===== config.mk =====
export PLATFORM = sky130hd
export DESIGN_NAME = mem_port_arbiter_flat
export DESIGN_NICKNAME = d
export VERILOG_FILES = /design/src/rtl/mem_port_arbiter_pkg.sv /design/src/rtl/mem_port_arbiter_if.sv /design/src/rtl/mem_port_arbiter_select.sv /design/src/rtl/mem_port_arbiter.sv /design/src/flat_wrapper.sv
export SDC_FILE = /design/constraint.sdc
export NUM_CORES = 1
export LEC_CHECK = 0
export ABC_AREA = 1
export CORE_AREA = 2 2 106 108
export CTS_BUF_LIST = sky130_fd_sc_hd__clkbuf_16
export DETAILED_ROUTE_END_ITERATION = 12
export DIE_AREA = 0 0 108 110
export SYNTH_ARGS = -nofsm -noshare
export SYNTH_HDL_FRONTEND = slang
export SYNTH_HIERARCHICAL = 1
export SYNTH_SLANG_ARGS = --single-unit

===== constraint.sdc =====
create_clock -name clk -period 6.5 [get_ports clk]
set_input_delay 1.95 -clock clk [delete_from_list [all_inputs] [get_ports clk]]
set_output_delay 1.95 -clock clk [all_outputs]
set_load 0.005 [all_outputs]

===== src/rtl/mem_port_arbiter_pkg.sv =====
// Shared types for the single-port memory arbiter: FSM states, owner codes
// and the widths of the latency and starvation counters.
package mem_port_arbiter_pkg;

  typedef enum logic {
    ARB_IDLE = 1'b0,
    ARB_WAIT = 1'b1
  } arb_state_e;

  typedef enum logic {
    OWN_IF = 1'b0,
    OWN_D  = 1'b1
  } owner_e;

  localparam int LAT_W    = 3;
  localparam int STARVE_W = 4;

endpackage


===== src/rtl/mem_port_arbiter_if.sv =====
// Bundle of the IF requester, D requester and memory port signals.
// Handshake: a requester raises *_req with its address/data stable and keeps them until the
// cycle it sees *_gnt high; *_rvalid is a one-cycle pulse with *_rdata valid in that cycle only.
interface mem_port_arbiter_if #(
  parameter int AW = 32
);
  logic          if_req;
  logic [AW-1:0] if_addr;
  logic          if_gnt;
  logic          if_rvalid;
  logic [31:0]   if_rdata;

  logic          d_req;
  logic [3:0]    d_wmask;
  logic [AW-1:0] d_addr;
  logic [31:0]   d_wdata;
  logic          d_gnt;
  logic          d_rvalid;
  logic [31:0]   d_rdata;

  logic          mem_en;
  logic [3:0]    mem_we;
  logic [AW-3:0] mem_addr;
  logic [31:0]   mem_wdata;
  logic [31:0]   mem_rdata;

  logic          stall;

  modport slave (
    input  if_req, if_addr, d_req, d_wmask, d_addr, d_wdata, mem_rdata,
    output if_gnt, if_rvalid, if_rdata, d_gnt, d_rvalid, d_rdata,
           mem_en, mem_we, mem_addr, mem_wdata, stall
  );

  modport master (
    output if_req, if_addr, d_req, d_wmask, d_addr, d_wdata, mem_rdata,
    input  if_gnt, if_rvalid, if_rdata, d_gnt, d_rvalid, d_rdata,
           mem_en, mem_we, mem_addr, mem_wdata, stall
  );
endinterface


===== src/rtl/mem_port_arbiter_select.sv =====
// Combinational grant selection: D wins unless IF has waited through STARVE_MAX
// consecutive D grants, in which case IF is forced through.
module mem_port_arbiter_select
  import mem_port_arbiter_pkg::*;
#(
  parameter int STARVE_MAX = 4
) (
  input  logic                win_i,
  input  logic                if_req_i,
  input  logic                d_req_i,
  input  logic [STARVE_W-1:0] starve_cnt_i,
  output logic                if_gnt_o,
  output logic                d_gnt_o,
  output owner_e              sel_o
);

  logic starve_hit;

  assign starve_hit = (starve_cnt_i == STARVE_W'(STARVE_MAX));
  assign if_gnt_o   = win_i && if_req_i && (!d_req_i || starve_hit);
  assign d_gnt_o    = win_i && d_req_i && !if_gnt_o;
  assign sel_o      = if_gnt_o ? OWN_IF : OWN_D;

endmodule


===== src/rtl/mem_port_arbiter.sv =====
// Shares one single-port synchronous memory between instruction fetch and the
// load/store path; tracks the outstanding read and routes its data to the owner.
module mem_port_arbiter
  import mem_port_arbiter_pkg::*;
#(
  parameter int AW           = 32,
  parameter int READ_LATENCY = 1,
  parameter int STARVE_MAX   = 4
) (
  input  logic       clk,
  input  logic       rst,
  mem_port_arbiter_if.slave bus,
  output arb_state_e state_o
);

  arb_state_e          state_q, state_d;
  logic [LAT_W-1:0]    lat_cnt_q, lat_cnt_d;
  owner_e              owner_q, owner_d;
  logic [STARVE_W-1:0] starve_cnt_q, starve_cnt_d;

  logic   rvalid, win, if_gnt, d_gnt, new_read;
  owner_e sel;
  logic   unused_addr_lsbs;

  // The rvalid cycle doubles as a grant slot so reads can issue back to back.
  assign rvalid = rst && (state_q == ARB_WAIT) && (lat_cnt_q == LAT_W'(1));
  assign win    = rst && ((state_q == ARB_IDLE) || rvalid);

  mem_port_arbiter_select #(.STARVE_MAX(STARVE_MAX)) u_select (
    .win_i        (win),
    .if_req_i     (bus.if_req),
    .d_req_i      (bus.d_req),
    .starve_cnt_i (starve_cnt_q),
    .if_gnt_o     (if_gnt),
    .d_gnt_o      (d_gnt),
    .sel_o        (sel)
  );

  assign new_read = if_gnt || (d_gnt && (bus.d_wmask == 4'b0000));

  always_comb begin
    state_d      = state_q;
    lat_cnt_d    = lat_cnt_q;
    owner_d      = owner_q;
    starve_cnt_d = starve_cnt_q;

    if (!bus.if_req || if_gnt) begin
      starve_cnt_d = '0;
    end else if (d_gnt && (starve_cnt_q != STARVE_W'(STARVE_MAX))) begin
      starve_cnt_d = starve_cnt_q + STARVE_W'(1);
    end

    if (new_read) begin
      state_d   = ARB_WAIT;
      lat_cnt_d = LAT_W'(READ_LATENCY);
      owner_d   = sel;
    end else if (state_q == ARB_WAIT) begin
      if (lat_cnt_q <= LAT_W'(1)) begin
        state_d   = ARB_IDLE;
        lat_cnt_d = '0;
      end else begin
        lat_cnt_d = lat_cnt_q - LAT_W'(1);
      end
    end
  end

  always_ff @(posedge clk) begin
    if (!rst) begin
      state_q      <= ARB_IDLE;
      lat_cnt_q    <= '0;
      owner_q      <= OWN_IF;
      starve_cnt_q <= '0;
    end else begin
      state_q      <= state_d;
      lat_cnt_q    <= lat_cnt_d;
      owner_q      <= owner_d;
      starve_cnt_q <= starve_cnt_d;
    end
  end

  assign bus.if_gnt    = if_gnt;
  assign bus.d_gnt     = d_gnt;
  assign bus.stall     = rst && bus.if_req && !if_gnt;

  assign bus.mem_en    = if_gnt || d_gnt;
  assign bus.mem_we    = d_gnt ? bus.d_wmask : 4'b0000;
  assign bus.mem_wdata = d_gnt ? bus.d_wdata : 32'h0;
  assign bus.mem_addr  = d_gnt  ? bus.d_addr[AW-1:2] :
                         if_gnt ? bus.if_addr[AW-1:2] : '0;

  assign bus.if_rvalid = rvalid && (owner_q == OWN_IF);
  assign bus.d_rvalid  = rvalid && (owner_q == OWN_D);
  assign bus.if_rdata  = bus.if_rvalid ? bus.mem_rdata : 32'h0;
  assign bus.d_rdata   = bus.d_rvalid  ? bus.mem_rdata : 32'h0;

  // Sub-word offset belongs to the load/store unit; the port is word addressed.
  assign unused_addr_lsbs = ^{bus.if_addr[1:0], bus.d_addr[1:0]};

  assign state_o = state_q;

endmodule


===== src/flat_wrapper.sv =====
// flat-port wrapper written by rule: the top's interface ports become plain ports
module mem_port_arbiter_flat import mem_port_arbiter_pkg::*;
#(
  parameter int AW           = 32,
  parameter int READ_LATENCY = 1,
  parameter int STARVE_MAX   = 4
)
  (clk, rst, state_o, bus_if_req, bus_if_addr, bus_d_req, bus_d_wmask, bus_d_addr, bus_d_wdata, bus_mem_rdata, bus_if_gnt, bus_if_rvalid, bus_if_rdata, bus_d_gnt, bus_d_rvalid, bus_d_rdata, bus_mem_en, bus_mem_we, bus_mem_addr, bus_mem_wdata, bus_stall);
  mem_port_arbiter_if #(.AW(AW)) bus_i ();
  input  logic clk;
  input  logic rst;
  output arb_state_e state_o;
  input wire logic [$bits(bus_i.if_req)-1:0] bus_if_req;
  input wire logic [$bits(bus_i.if_addr)-1:0] bus_if_addr;
  input wire logic [$bits(bus_i.d_req)-1:0] bus_d_req;
  input wire logic [$bits(bus_i.d_wmask)-1:0] bus_d_wmask;
  input wire logic [$bits(bus_i.d_addr)-1:0] bus_d_addr;
  input wire logic [$bits(bus_i.d_wdata)-1:0] bus_d_wdata;
  input wire logic [$bits(bus_i.mem_rdata)-1:0] bus_mem_rdata;
  output wire logic [$bits(bus_i.if_gnt)-1:0] bus_if_gnt;
  output wire logic [$bits(bus_i.if_rvalid)-1:0] bus_if_rvalid;
  output wire logic [$bits(bus_i.if_rdata)-1:0] bus_if_rdata;
  output wire logic [$bits(bus_i.d_gnt)-1:0] bus_d_gnt;
  output wire logic [$bits(bus_i.d_rvalid)-1:0] bus_d_rvalid;
  output wire logic [$bits(bus_i.d_rdata)-1:0] bus_d_rdata;
  output wire logic [$bits(bus_i.mem_en)-1:0] bus_mem_en;
  output wire logic [$bits(bus_i.mem_we)-1:0] bus_mem_we;
  output wire logic [$bits(bus_i.mem_addr)-1:0] bus_mem_addr;
  output wire logic [$bits(bus_i.mem_wdata)-1:0] bus_mem_wdata;
  output wire logic [$bits(bus_i.stall)-1:0] bus_stall;
  assign bus_i.if_req = bus_if_req;
  assign bus_i.if_addr = bus_if_addr;
  assign bus_i.d_req = bus_d_req;
  assign bus_i.d_wmask = bus_d_wmask;
  assign bus_i.d_addr = bus_d_addr;
  assign bus_i.d_wdata = bus_d_wdata;
  assign bus_i.mem_rdata = bus_mem_rdata;
  assign bus_if_gnt = bus_i.if_gnt;
  assign bus_if_rvalid = bus_i.if_rvalid;
  assign bus_if_rdata = bus_i.if_rdata;
  assign bus_d_gnt = bus_i.d_gnt;
  assign bus_d_rvalid = bus_i.d_rvalid;
  assign bus_d_rdata = bus_i.d_rdata;
  assign bus_mem_en = bus_i.mem_en;
  assign bus_mem_we = bus_i.mem_we;
  assign bus_mem_addr = bus_i.mem_addr;
  assign bus_mem_wdata = bus_i.mem_wdata;
  assign bus_stall = bus_i.stall;
  mem_port_arbiter #(.AW(AW), .READ_LATENCY(READ_LATENCY), .STARVE_MAX(STARVE_MAX)) u_core (.clk(clk), .rst(rst), .bus(bus_i), .state_o(state_o));
endmodule

==> results of run 1 <==
-- cells in the final DEF, fill, tap and decap left out, types with 2 or more instances in the layout --
cell / n
sky130_fd_sc_hd__clkdlybuf4s50_1: 268
sky130_fd_sc_hd__nand2_1: 114
sky130_fd_sc_hd__inv_1: 85
sky130_fd_sc_hd__nor2_1: 79
sky130_fd_sc_hd__nand3_1: 38
sky130_fd_sc_hd__dfxtp_1: 9
sky130_fd_sc_hd__a21oi_1: 6
sky130_fd_sc_hd__buf_4: 5
sky130_fd_sc_hd__nand2_2: 4
sky130_fd_sc_hd__ha_1: 4
sky130_fd_sc_hd__clkbuf_16: 3
sky130_fd_sc_hd__inv_2: 2
sky130_fd_sc_hd__o21ai_0: 2
sky130_fd_sc_hd__nor3_1: 2
-- final timing paths --
kind / depth (start not counted) / startpoint / to / slack (ns)
setup / recovery: 11 / rst / bus_mem_addr[26] / 0.32
hold / removal: 2 / u_core/lat_cnt_q[1]$_SDFFE_PP0P_ / u_core/lat_cnt_q[1]$_SDFFE_PP0P_ / 0.51
setup reg to reg: 11 / u_core/lat_cnt_q[1]$_SDFFE_PP0P_ / u_core/owner_q$_SDFFE_PN0P_ / 4.28
hold reg to reg: 2 / u_core/lat_cnt_q[1]$_SDFFE_PP0P_ / u_core/lat_cnt_q[1]$_SDFFE_PP0P_ / 0.51
-- through the flow --
stage               instances  power [mW]
CTS                       767       0.359
detailed placement        763       0.251
floorplan                 370       0.109
global route              768       0.377
global placement          763       0.249
finish                    768       0.353
-- critical path, delay by kind of cell --
family        cells  cell delay, ns
buf+inv           6            1.79
simple gates      5            0.47
-- cell families after synthesis --
kind of cell    count (synthesis)  synth area share, %
xor+xnor                        1                0.509
flops                           9                 10.5
fa+ha+maj                       4                 2.91
compound gates                 10                 2.98
simple gates                  239                 56.5
buf+inv                       107                 26.6
-- cell type report --
type                       count  area (sq um)  area share [%]
sequential                     9           180            3.92
timing repair buffer         274          2740            59.6
clock buffer                   3          75.1            1.63
clock inverter                 1          3.75          0.0817
tap                          140           175            3.81
antenna                        1          2.50          0.0545
multi-input combinational    254          1090            23.8
inverter                      86           323            7.03
-- registers in the layout, summed over array words and instances (netlist names) --
signal and cells:
u_core/owner_q 1, u_core/state_o 1, u_core/lat_cnt_q 3, u_core/starve_cnt_q 4
-- power by group --
group | leakage, nW | internal [mW] | switching, mW | total, mW
sequential | 0.0730 | 0.0570 | 0.00124 | 0.0583
clock | 0.0423 | 0.0803 | 0.0255 | 0.106
combinational | 2.17 | 0.123 | 0.0658 | 0.189
total | 2.29 | 0.260 | 0.0925 | 0.353
-- layer usage --
| metal | part of all wire, % | GRT usage (%) | up-vias |
|---|---|---|---|
| li1 | - | - | 1573 |
| met1 | 33 | 13.4 | 1287 |
| met2 | 52 | 29.0 | 170 |
| met3 | 14 | 6.64 | 6 |
| met4 | 1.5 | 2.56 | 0 |
| met5 | 0 | 0 | - |
==> impl_summary.md, run 1 <==
STA
The setup-violating endpoint count in the final report is 0. The count of final hold-check violations came to 0. The smallest clock period supported by the final layout is computed as 6.18 ns. At the pin with the least slew margin, the transition time is between 0.6 and 0.7 ns. Setup repair after global routing left no endpoint under its margin.

The final critical-path share of the clock period is 95.1%. Across all hold checks on the routed design, the worst slack comes to 0.506 ns. The final setup TNS is 0 ns. In the post-route analysis, the smallest setup slack over all paths is approximately 0.32 ns.

Static timing analysis puts the maximum clock frequency at roughly 0.16 GHz. The total count of max-transition violations in the final report came to 0. Across the routed clock network, the largest skew measured is 0.00315 ns.

In this run the tightest slew margin relative to its limit is 57.2%.

Route
The initial DRC count is ~150. The number of iterations in the first detailed-routing pass is 4. After detailed routing, the number of remaining DRC violations is 0.

The count of nets left with antenna violations once routing finished came out at 0. The routed wire length is 9.66 mm. The routed layout has between 3000 and 4000 vias. In the routed layout, each cell is associated on average with a via count of 3.95. In the final routed layout, each cell accounts on average for about 13 um.

Clock network
The total clock buffers created by CTS is 3. The clock latency at the later pin of the worst-skew pair is 0.23 ns. No sink is reached through more buffers than the 2 on the longest clock path. The number of buffers added to fix hold violations after cts is 0. The tree built by TritonCTS fans out to 9 sinks. TritonCTS built the clock tree.

CTS built an H-tree with a depth of 1. After clock tree synthesis, the setup repair step added 0 buffers. Clock-pin slew was measured on the worst setup and hold paths at 0.04 ns. The cell at the root of the clock tree is sky130_fd_sc_hd__clkbuf_16. The post-cts gate resize count is 0.

Power and ir drop
Power spread over the standard cell area amounts to 76.8 nW/um^2. The worst-case IR drop observed on VDD is 0.0873 mV. The analysis attributes to cell leakage a power of 2.29 nW.

Synthesis
By instance count, the leading cell after synthesis is sky130_fd_sc_hd__nand2_1. The prevailing post-synth register cell is sky130_fd_sc_hd__dfxtp_1. The synthesized design spends more area on one cell type than any other, namely sky130_fd_sc_hd__nand2_1. The synthesized area divided by synthesized cell count is ~4.7 sq um. The fraction of registers with async set or reset after synthesis is 0%. Counting every net in the synthesized netlist gives 510.

The synthesized netlist cell count is between 300 and 400. The combined area of all synthesized cells is roughly 1700 sq um. The synthesized design contains 9 register bits. The share of the Yosys chip area taken by registers is 10.5%. The number of enable-type register cells in the synthesized netlist is 0. The commonest cells after synthesis are 114 x sky130_fd_sc_hd__nand2_1, 84 x sky130_fd_sc_hd__inv_1, 79 x sky130_fd_sc_hd__nor2_1, 38 x sky130_fd_sc_hd__nand3_1. In this run the biggest area consumer among cell types represents between 20% and 30% of the synthesized area. Yosys mapped the design onto 18 distinct sky130hd cell types. In the post-synthesis netlist, the biggest area contributors are sky130_fd_sc_hd__nand2_1 25%, sky130_fd_sc_hd__inv_1 18%, sky130_fd_sc_hd__nor2_1 17%.

During synthesis, Yosys emitted a total of 6 warnings.

Die
The overall die area is 11900 sq um. The die is 110 um tall. The core region is 10700 sq um. For this configuration, the core starts out at a cell density of 16.1%. For this design the top-level I/O count stands at 273.

The floorplan row count is 38. The chip width is approximately 110 um.

Place
Input and output buffers added on the ports amount to 268. The pre-CTS worst setup slack is 0.284 ns. In this run the cell area measured after placement is approximately 4500 sq um. The routability-driven placement congestion ratio is ~0.76. Detailed placement ended at an HPWL of between 8 and 9 mm.

Global route
The largest net degree at the start of global routing is 50. The wire length of the first global-routing pass is 13.6 mm. The remaining global-route overflow is 0.

The overall track demand over capacity in global routing is 14.5%. The via count of the first global-routing pass is between 2000 and 3000. The initial antenna violation count is 1.

Hold path
The tightest min-delay check is of the register to register type.

Setup path
In this run the worst path has a maximum fanout of 26. The kind of launch point of the worst setup path is an input pin. The arrival time reported for the critical path endpoint is ~4.2 ns. The worst setup path is captured at an output pin. The critical path class is input pin to output pin. The critical path's slowest cell is sky130_fd_sc_hd__clkdlybuf4s50_1. For this run, the slowest stage of the critical path takes 0.54 ns. Traced cell by cell, the critical path runs through clkdlybuf4s50_1, inv_2, nor2_1, nand2_1, inv_1, nand2_2, inv_2, buf_4, nand3_1, nand2_1, clkdlybuf4s50_1. For the worst setup path, the data required time is roughly 4.6 ns.

Flow run
Across the run, the number of max-cap violations was 0.

Finish
The final layout contains 768 nets. The finished cells cover 4590 sq um. From synthesis to final layout, the design area changed by 167%. The filler cells instantiated in the layout total 1136. Cells fill 42.9% of the core in the end. Of the cells placed in the final design, the portion with a size suffix greater than 1 is 2.71%.

Run status
The run finished with clean final reports.
No activity file was read; power rests on OpenSTA's default activity.
==> run 2, diff against run 1 <==
--- a/config.mk
+++ b/config.mk
@@ -10,6 +10,7 @@
 export CTS_BUF_LIST = sky130_fd_sc_hd__clkbuf_16
 export DETAILED_ROUTE_END_ITERATION = 12
 export DIE_AREA = 0 0 108 110
+export SLEW_MARGIN = 25
 export SYNTH_ARGS = -nofsm -noshare
 export SYNTH_HDL_FRONTEND = slang
 export SYNTH_HIERARCHICAL = 1
==> results of run 2 <==
No change in the layout: final DEF, timing and power equal those of run 1.
==> run 3, diff against run 2 <==
--- a/config.mk
+++ b/config.mk
@@ -6,10 +6,10 @@
 export NUM_CORES = 1
 export LEC_CHECK = 0
 export ABC_AREA = 1
-export CORE_AREA = 2 2 106 108
+export CORE_AREA = 2 2 107 109
 export CTS_BUF_LIST = sky130_fd_sc_hd__clkbuf_16
 export DETAILED_ROUTE_END_ITERATION = 12
-export DIE_AREA = 0 0 108 110
+export DIE_AREA = 0 0 109 111
 export SLEW_MARGIN = 25
 export SYNTH_ARGS = -nofsm -noshare
 export SYNTH_HDL_FRONTEND = slang
==> constraint.sdc (replaced) <==
create_clock -name clk -period 6.6 [get_ports clk]
set_input_delay 1.98 -clock clk [delete_from_list [all_inputs] [get_ports clk]]
set_output_delay 1.98 -clock clk [all_outputs]
set_load 0.005 [all_outputs]
==> run 3 against run 2 <==
Against the previous run:
- flip-flop and latch count stayed put
- routed wire length down 0.68%
- final area about the same
- sequential power decreased by 1%
- utilization is 1.5 points lower
- worst setup slack improved by 0.14 ns
- highest routed layer unchanged
- clock power about the same
- critical path type unchanged
- die area rose by 1.8%
==> impl_summary.md, run 3 (same netlist as run 1, synthesis figures left out) <==
Run status
The run finished with clean final reports.

Global route
Entering global routing, the biggest net connects 39 pins. In the global route stage, overall resource usage came out at about 15%. The remaining global-route overflow is 0. The initial antenna violation count came to 0. The via count of the first global-routing pass came to 2868.

The wire length of the first global-routing pass is approximately 14 mm.

Flow run
Across the run, the number of max-cap violations was 0.

Place
The number of buffer cells added on primary ports is 268. The final HPWL from detailed placement is 8.23 mm. Once placement completed, the tool counted placed cells totaling 764. Before CTS, the worst setup slack after placement is 0.436 ns. After detailed placement, the total cell area comes to 4510 sq um. Routability-driven placement finished with a final weighted congestion of 0.825.

Power and ir drop
The completed layout was analyzed and its total power is approximately 350 uW. The switching share of power is 26.5%. The sequential fraction of design power is 16.5%. IR analysis of the VDD net gives a maximum drop of 0.0695 mV. The internal cell power is 257 uW.

The switching power is roughly 92 uW. The part of the total power dissipated in combinational logic is 53.4%. In this run the power density over the cells is 76.0 nW/um^2. The clock network fraction of total power is approximately 30%. For this design the static power due to leakage is 2.28 nW.

Route
In this run the remaining antenna-violating nets after routing total 0. After detailed routing, the number of vias per cell comes to 4.02. After detailed routing, the average wire length per cell comes to 12.5 um. The total number of vias is between 3000 and 4000. The first TritonRoute pass finished after 6 iterations. In the routed design, unresolved DRC markers number 0.

The routed wire length is ~9.6 mm. The initial DRC count is between 150 and 200.

Finish
The final instance count without filler cells is 768. The library cell used most frequently in the layout, excluding fill and tap cells, is sky130_fd_sc_hd__clkdlybuf4s50_1. The antenna diode instance count is 0. The largest register by flop count is u_core/starve_cnt_q. The largest registers in the layout are u_core/starve_cnt_q (4), u_core/lat_cnt_q (3). Of the cells placed in the final design, the portion with a size suffix greater than 1 is 2.40%. Measured on the finished design, the core utilization comes to 41.5%. The final non-filler cell area is 4590 sq um. Relative to the synthesized area, the layout overhead comes to 167%. After the last flow step, the layout net total stands at 766. In the layout the commonest cells are 268 x sky130_fd_sc_hd__clkdlybuf4s50_1, 114 x sky130_fd_sc_hd__nand2_1, 85 x sky130_fd_sc_hd__inv_1. The number of flip-flops under the largest register name is 4.

Setup path
Walking the worst path, the cells encountered are clkdlybuf4s50_1, inv_2, nor2_1, nand2_1, inv_1, nand2_2, inv_2, buf_12, nand3_1, nand2_1, clkdlybuf4s50_1. The highest fanout seen on the critical path is 23. The required time at the worst-slack endpoint is 4.62 ns.

The slowest stage of the critical path is the sky130_fd_sc_hd__clkdlybuf4s50_1 cell. The endpoint kind of the worst setup timing path is an output pin. The count of buffer and inverter cells on the critical path is 6. The highest cell delay on the worst timing path is 0.54 ns.

STA classifies the critical path startpoint as an input pin. The critical path class is input pin to output pin. The family with the most delay on the worst path is buffers and inverters.

STA puts the critical path data arrival time at 4.17 ns.

STA
Measured against its own limit, the worst slew margin works out to between 50% and 60%. The final setup TNS is 0 ns. The slack of the critical path is roughly 0.45 ns.

For the pin with the worst max-slew slack, the measured transition is 0.639 ns. The total count of max-transition violations in the final report is 0. The final worst clock skew is about 0.00074 ns.

In the finished design, the share of the clock period the worst path needs comes to 93.1%. The upper clock frequency limit is 0.163 GHz. Setup repair after global routing left no endpoint under its margin. Hold is met by 0.513 ns. The setup-violating endpoint count in the final report is 0. The smallest clock period supported by the final layout is computed as 6.15 ns. The count of final hold-check violations is 0.

Die
The initialized floorplan defines 39 standard-cell rows. The chip width is roughly 110 um. The total I/O pin count is between 200 and 300. The core region is approximately 11000 sq um.

For this configuration, the core starts out at a cell density of 15.5%. The die covers between 10000 and 15000 sq um. The floorplan die height is 111 um.

Clock network
The longest clock path from root to sink contains 2 buffers. The buffers inserted during post-CTS setup optimization is 0. After clock tree synthesis, the clock-pin slew on the worst setup and hold paths is roughly 0.040 ns. The post-cts gate resize count is 0. The number of hold buffers added after CTS was 0. At the later pin of the worst-skew pair, clock insertion delay measures ~0.23 ns. In this run the number of H-tree levels came out at 1. The cell at the root of the clock tree is sky130_fd_sc_hd__clkbuf_16.

The total clock buffers created by CTS is 3. The number of clock sinks seen by CTS is 9. The CTS tree is yes.

Hold path
The tightest min-delay check is of the register to register type.
## run 3: changes by cell type in the layout (fill, tap and decap cells not counted)
cell,delta
sky130_fd_sc_hd__buf_4,-3
sky130_fd_sc_hd__buf_12,+1
sky130_fd_sc_hd__diode_2,-1
## run 3: final timing paths
check	startpoint	to	slack (ns)	cells after the start
hold / removal	u_core/lat_cnt_q[2]$_SDFFE_PP0P_	u_core/lat_cnt_q[2]$_SDFFE_PP0P_	0.51	2
setup / recovery	rst	bus_mem_addr[5]	0.45	11
setup reg to reg	u_core/lat_cnt_q[1]$_SDFFE_PP0P_	u_core/owner_q$_SDFFE_PN0P_	4.27	11
hold reg to reg	u_core/lat_cnt_q[2]$_SDFFE_PP0P_	u_core/lat_cnt_q[2]$_SDFFE_PP0P_	0.51	2
## run 3: power groups by stage
stage | Clock, mW | Combinational, mW | Sequential, mW
floorplan | 0 | 0.0493 | 0.0581
global placement | 0 | 0.186 | 0.0582
detailed placement | 0 | 0.188 | 0.0583
CTS | 0.107 | 0.189 | 0.0574
global route | 0.111 | 0.203 | 0.0576
finish | 0.105 | 0.186 | 0.0575
## run 3: metal layers
layer / part of all wire [%] / track usage, % / vias up
li1: - / - / 1570
met1: 35 / 14.4 / 1328
met2: 50 / 28.9 / 180
met3: 13 / 5.70 / 10
met4: 2.1 / 3.25 / 0
met5: 0 / 0 / -
## run 3: worst min-delay path, delay by kind of cell, from the launching register on
| kind | cells | cell delay [ns] |
|---|---|---|
| DFF | 1 | 0.33 |
| AOI/OAI and AO/OA | 1 | 0.05 |
| and+or+nand+nor | 1 | 0.07 |
## run 3: final cells by class
cell class,instances,area [sq um]
multi-input combinational,254,1090
clock inverter,1,3.75
fill,1189,6480
clock buffer,3,75.1
timing repair buffer,272,2740
inverter,86,323
sequential,9,180
tap,143,179
==> RTL change 1 (settings of run 3) <==
`AW` is set to 32 in 3 places; all go to 16.
--- a/src/rtl/mem_port_arbiter_if.sv
+++ b/src/rtl/mem_port_arbiter_if.sv
@@ -4,3 +4,3 @@
 interface mem_port_arbiter_if #(
-  parameter int AW = 32
+  parameter int AW = 16
 );
--- a/src/rtl/mem_port_arbiter.sv
+++ b/src/rtl/mem_port_arbiter.sv
@@ -5,3 +5,3 @@
 #(
-  parameter int AW           = 32,
+  parameter int AW           = 16,
   parameter int READ_LATENCY = 1,
--- a/src/flat_wrapper.sv
+++ b/src/flat_wrapper.sv
@@ -3,3 +3,3 @@
 #(
-  parameter int AW           = 32,
+  parameter int AW           = 16,
   parameter int READ_LATENCY = 1,
Ports: changed (resized bus_d_addr, bus_if_addr and bus_mem_addr); port bits go from 273 to 225. The function was not compared with the original's and may differ.
==> RTL change 1 against run 3 <==
Design area down 16%; clock skew about the same; wire length down 27%; power down 14%; setup slack worse by 2.8 ps; area after synthesis down 13%; synthesized cell count down 15%; sequential power about the same; sequential cell count unchanged; largest cell class unchanged; largest power group unchanged.
==> RTL change 1: results (changes against run 3) <==
Yosys
  • Xor and xnor area share after synthesis: 0.00587 (+0.000785)
  • Yosys cell types: 19 (+1)
  • Complex-gate fraction of the synthesized area: 0.0344 (+0.00460)
  • Fraction of the yosys area taken by sequential cells: 0.121 (+0.0162)
  • Syn_nets: 424 (-17%)
  • Synth top cells by count: inv_1, nand2_1, nor2_1

Run status
  • Result of the run: finished, final reports clean

Final layout
  • Non-clock buffering overhead: 0.573 (-0.0235)
  • Multi-input logic area: 895 sq um (-18%)
  • Number of inserted filler cells in the final layout: 1,214 (+2.1%)
  • Net count, final: 636 (-17%)
  • Nonclk buf count: 222 (-18%)
  • Layout cells sized above 1: 0.0247 (+0.000668)
  • Clock Network Area Fraction: 0.0204 (+0.00319)

GRT
  • Overall Global Routing Usage: 0.107 (-0.0416)
  • First-pass GRT wire length: 10,600 um (-26%)
  • Met1 Resource Use GR: 0.104 (-0.0402)
  • Vias in the first global route: 2,407 (-16%)
  • Largest net degree at the start of global routing: 34 (-13%)
  • Global routing met2 resource utilization: 0.211 (-0.0778)
  • Met3 routing resource usage after global routing: 0.0306 (-0.0265)

Critical path
  • Endpoint of the worst setup timing path: bus_mem_addr[13]
  • Largest fanout on the critical path: 15 (-35%)
  • CP peak stage delay: 560 ps (+20 ps)
  • Reg2reg setup slack: 4370 ps (+100 ps)

Placed design
  • Pre-CTS setup slack: 400 ps (-35.8 ps)
  • Count of input and output buffers: 220 (-18%)
  • HPWL after detailed placement: 5950 um (-28%)
  • RD Place Congestion: 0.770 (-6.6%)

STA
  • Final clock skew: 0.673 ps (-0.0654 ps)
  • Transition time at the pin with the least slew margin: 641 ps (+2.01 ps)

Drt
  • Total length of routed met2 wires: 3420 um (-28%)
  • Starting DRC count in detailed routing: 103 (-36%)
  • DRT met1 WL: 2600 um (-22%)
  • Number of search-and-repair iterations in the first detailed-routing pass: 4 (-2)
  • Total vias in the final route: 2,563 (-17%)

Worst hold path
  • Hold_sp: u_core/lat_cnt_q[1]
  • End point of the worst hold path: u_core/lat_cnt_q[1]

Clock network
  • Clock latency of the later-clocked register in the worst-skew pair: 240 ps

Power and ir drop
  • Cell leakage power: 0.00195 uW (-15%)
-- RTL change 1: cell types whose count changed in the layout (fill, tap and decap cells not counted), sizes merged --
cell,run 3,this run
nand2,118,86
clkdlybuf4s50,268,220
buf,4,2
nand3,38,22
-- RTL change 1: metrics by stage --
step | instances | hold slack, ps | instance area [sq um] | util | total power, uW
3_5_place_dp | 666 | 481 | 3790 | 0.342 | 197
2_1_floorplan | 316 | 457 | 1490 | - | 96.3
6_report | 670 | 499 | 3870 | 0.350 | 301
5_1_grt | 670 | 521 | 3870 | 0.350 | 320
3_3_place_gp | 666 | 470 | 3790 | 0.342 | 196
4_1_cts | 670 | 488 | 3870 | 0.350 | 306
-- RTL change 1: power by group --
group	internal [uW]	switching [uW]	leakage [uW]
registers	56.2	1.36	0.0000730
logic	89.7	47.5	0.00184
clock network	79.2	27.3	0.0000423
==> RTL change 2 (flow settings as in run 3) <==
Made on the original files. Make the reset (`rst`) asynchronous in one clocked block.
--- a/src/rtl/mem_port_arbiter.sv
+++ b/src/rtl/mem_port_arbiter.sv
@@ -66,3 +66,3 @@
 
-  always_ff @(posedge clk) begin
+  always_ff @(posedge clk or negedge rst) begin
     if (!rst) begin
Behaviour: differs if rst is asserted again (counterexample within 4 cycles, from zero or initial values and one cycle with rst low); with rst held inactive, the same outputs for 10 cycles.
==> RTL change 2 against run 3 <==
Synthesized cell count decreased by 1.4%; sequential cell count unchanged; area after synthesis increased by 2.1%; sequential share of layout area increased by 0.96 points; wire length decreased by 6.8%; design area increased by 0.44%; clock skew about the same; setup slack got worse by 72 ps; fmax decreased by 1.2%; final cell count decreased by 0.65%; power increased by 50%.
==> RTL change 2: results (changes against run 3) <==
Drt
  • Routed wirelength normalized by instance count: 11.7 um (-6.2%)
  • Total vias in the final route: 3,035 (-1.7%)
  • Routed length on met3: 1120 um (-13%)
  • Number of search-and-repair iterations in the first detailed-routing pass: 4 (-2)
  • DRT met1 WL: 3160 um (-5.6%)
  • Starting DRC count in detailed routing: 97 (-40%)
  • Highest metal layer with signal wires: met3
  • Total length of routed met2 wires: 4670 um (-1.8%)

Yosys
  • Most used DFF post-synth: dfrtp_1
  • Complex-gate fraction of the synthesized area: 0.0142 (-0.0156)
  • Syn_nets: 505 (-0.98%)
  • Xor and xnor area share after synthesis: 0.00996 (+0.00488)
  • Top post-synthesis cells by area: nand2_1, inv_1, nor2_1
  • Fraction of the yosys area taken by sequential cells: 0.128 (+0.0235)
  • Synth top cells by count: nand2_1, inv_1, nor2_1
  • Synth async-reset ratio: 1.00 (+1.00)
  • Adder-cell share of the synthesized area: 0.0285 (-0.000600)

Placed design
  • RD Place Congestion: 0.776 (-5.9%)
  • Count of input and output buffers: 268 (unchanged)
  • Post-placement cell area: 4530 sq um (+0.44%)
  • HPWL after detailed placement: 7570 um (-8.1%)

Clock network
  • H-tree lvl count: 1 (unchanged)
  • Count of cells resized by post-cts repair: 0 (unchanged)
  • Max clock buf depth: 2 (unchanged)

Final layout
  • Number of inserted filler cells in the final layout: 1,138 (-4.3%)
  • Layout cells sized above 1: 0.0323 (+0.00826)
  • Largest registers in the final layout: u_core/starve_cnt_q: 4 flops, u_core/lat_cnt_q: 3 flops
  • Net count, final: 761 (-0.65%)

Critical path
  • Crit path DAT: 4240 ps (+70 ps)
  • Crit. Startpoint: rst
  • Endpoint of the worst setup timing path: bus_mem_en
  • CP peak stage delay: 510 ps (-30 ps)
  • Reg2reg setup slack: 4080 ps (-190 ps)
  • Reg2reg start: u_core/lat_cnt_q[1]
  • Largest fanout on the critical path: 32 (+39%)
  • Destination of the worst register-to-register timing path: u_core/starve_cnt_q[0]
  • R2r worst-path depth: 15 (+4)

Power and ir drop
  • Cell leakage power: 0.00234 uW (+2.4%)
  • Peak VDD IR: 63.1 uV (-9.2%)

Worst hold path
  • Hold_sp: u_core/lat_cnt_q[0]
  • Class of the worst hold path: register to register

GRT
  • Overall Global Routing Usage: 0.136 (-0.0128)
  • Largest net degree at the start of global routing: 70 (+79%)
  • Vias in the first global route: 2,936 (+2.4%)
  • First-pass GRT wire length: 13,600 um (-5.2%)

STA
  • Transition time at the pin with the least slew margin: 561 ps (-78.0 ps)
  • Final clock skew: 0.520 ps (-0.218 ps)

Run status
  • Result of the run: finished, final reports clean
RTL change 2: changes by cell type after synthesis, sizes merged, moves of 3 or more:
cell and change:
dfrtp +9, dfxtp -9, a21oi -5, nand4 +4
clkbuf -3, nand3 +3, nor2 -3, nor3 -3
RTL change 2: cell type report:
cell class	count	area [sq um]	share of cell area
Timing Repair Buffer	271	2720	0.589
Multi-Input combinational cell	249	1090	0.235
Inverter	87	327	0.0708
Sequential cell	9	225	0.0488
Tap cell	143	179	0.0388
Clock buffer	3	75.1	0.0163
Clock inverter	1	3.75	0.000814
RTL change 2: cell families after synthesis:
kind of cell,Yosys count
compound gates,5
xor+xnor,2
fa+ha+maj,4
buf+inv,107
flops,9
simple gates,238
RTL change 2: report_power, final:
group | total, uW | switching, uW | internal, uW
clock network | 104 | 24.9 | 79.0
logic | 343 | 143 | 200
registers | 75.7 | 9.58 | 66.2
total | 522 | 178 | 345
RTL change 2: worst min-delay path by stage:
stage,end,slack (ps)
final,u_core/lat_cnt_q[0],520
after global routing,u_core/lat_cnt_q[0],560
after CTS,u_core/lat_cnt_q[0],530
after detailed placement,u_core/lat_cnt_q[0],520
after global placement,u_core/lat_cnt_q[0],510
after floorplan,u_core/lat_cnt_q[0],480
RTL change 2: stage by stage:
step / std cells / utilization / worst slack (ps)
after floorplan: 365 / - / 1590
after global placement: 759 / 0.409 / 365
after detailed placement: 759 / 0.409 / 336
after CTS: 763 / 0.416 / 335
after global routing: 763 / 0.416 / 266
final: 763 / 0.416 / 381
RTL change 2: layer usage:
metal  vias to the layer above  track usage
li1                       1557            -
met2                       172        0.275
met4                         0       0.0154
met3                         0       0.0341
met1                      1306        0.139
met5                         -            0
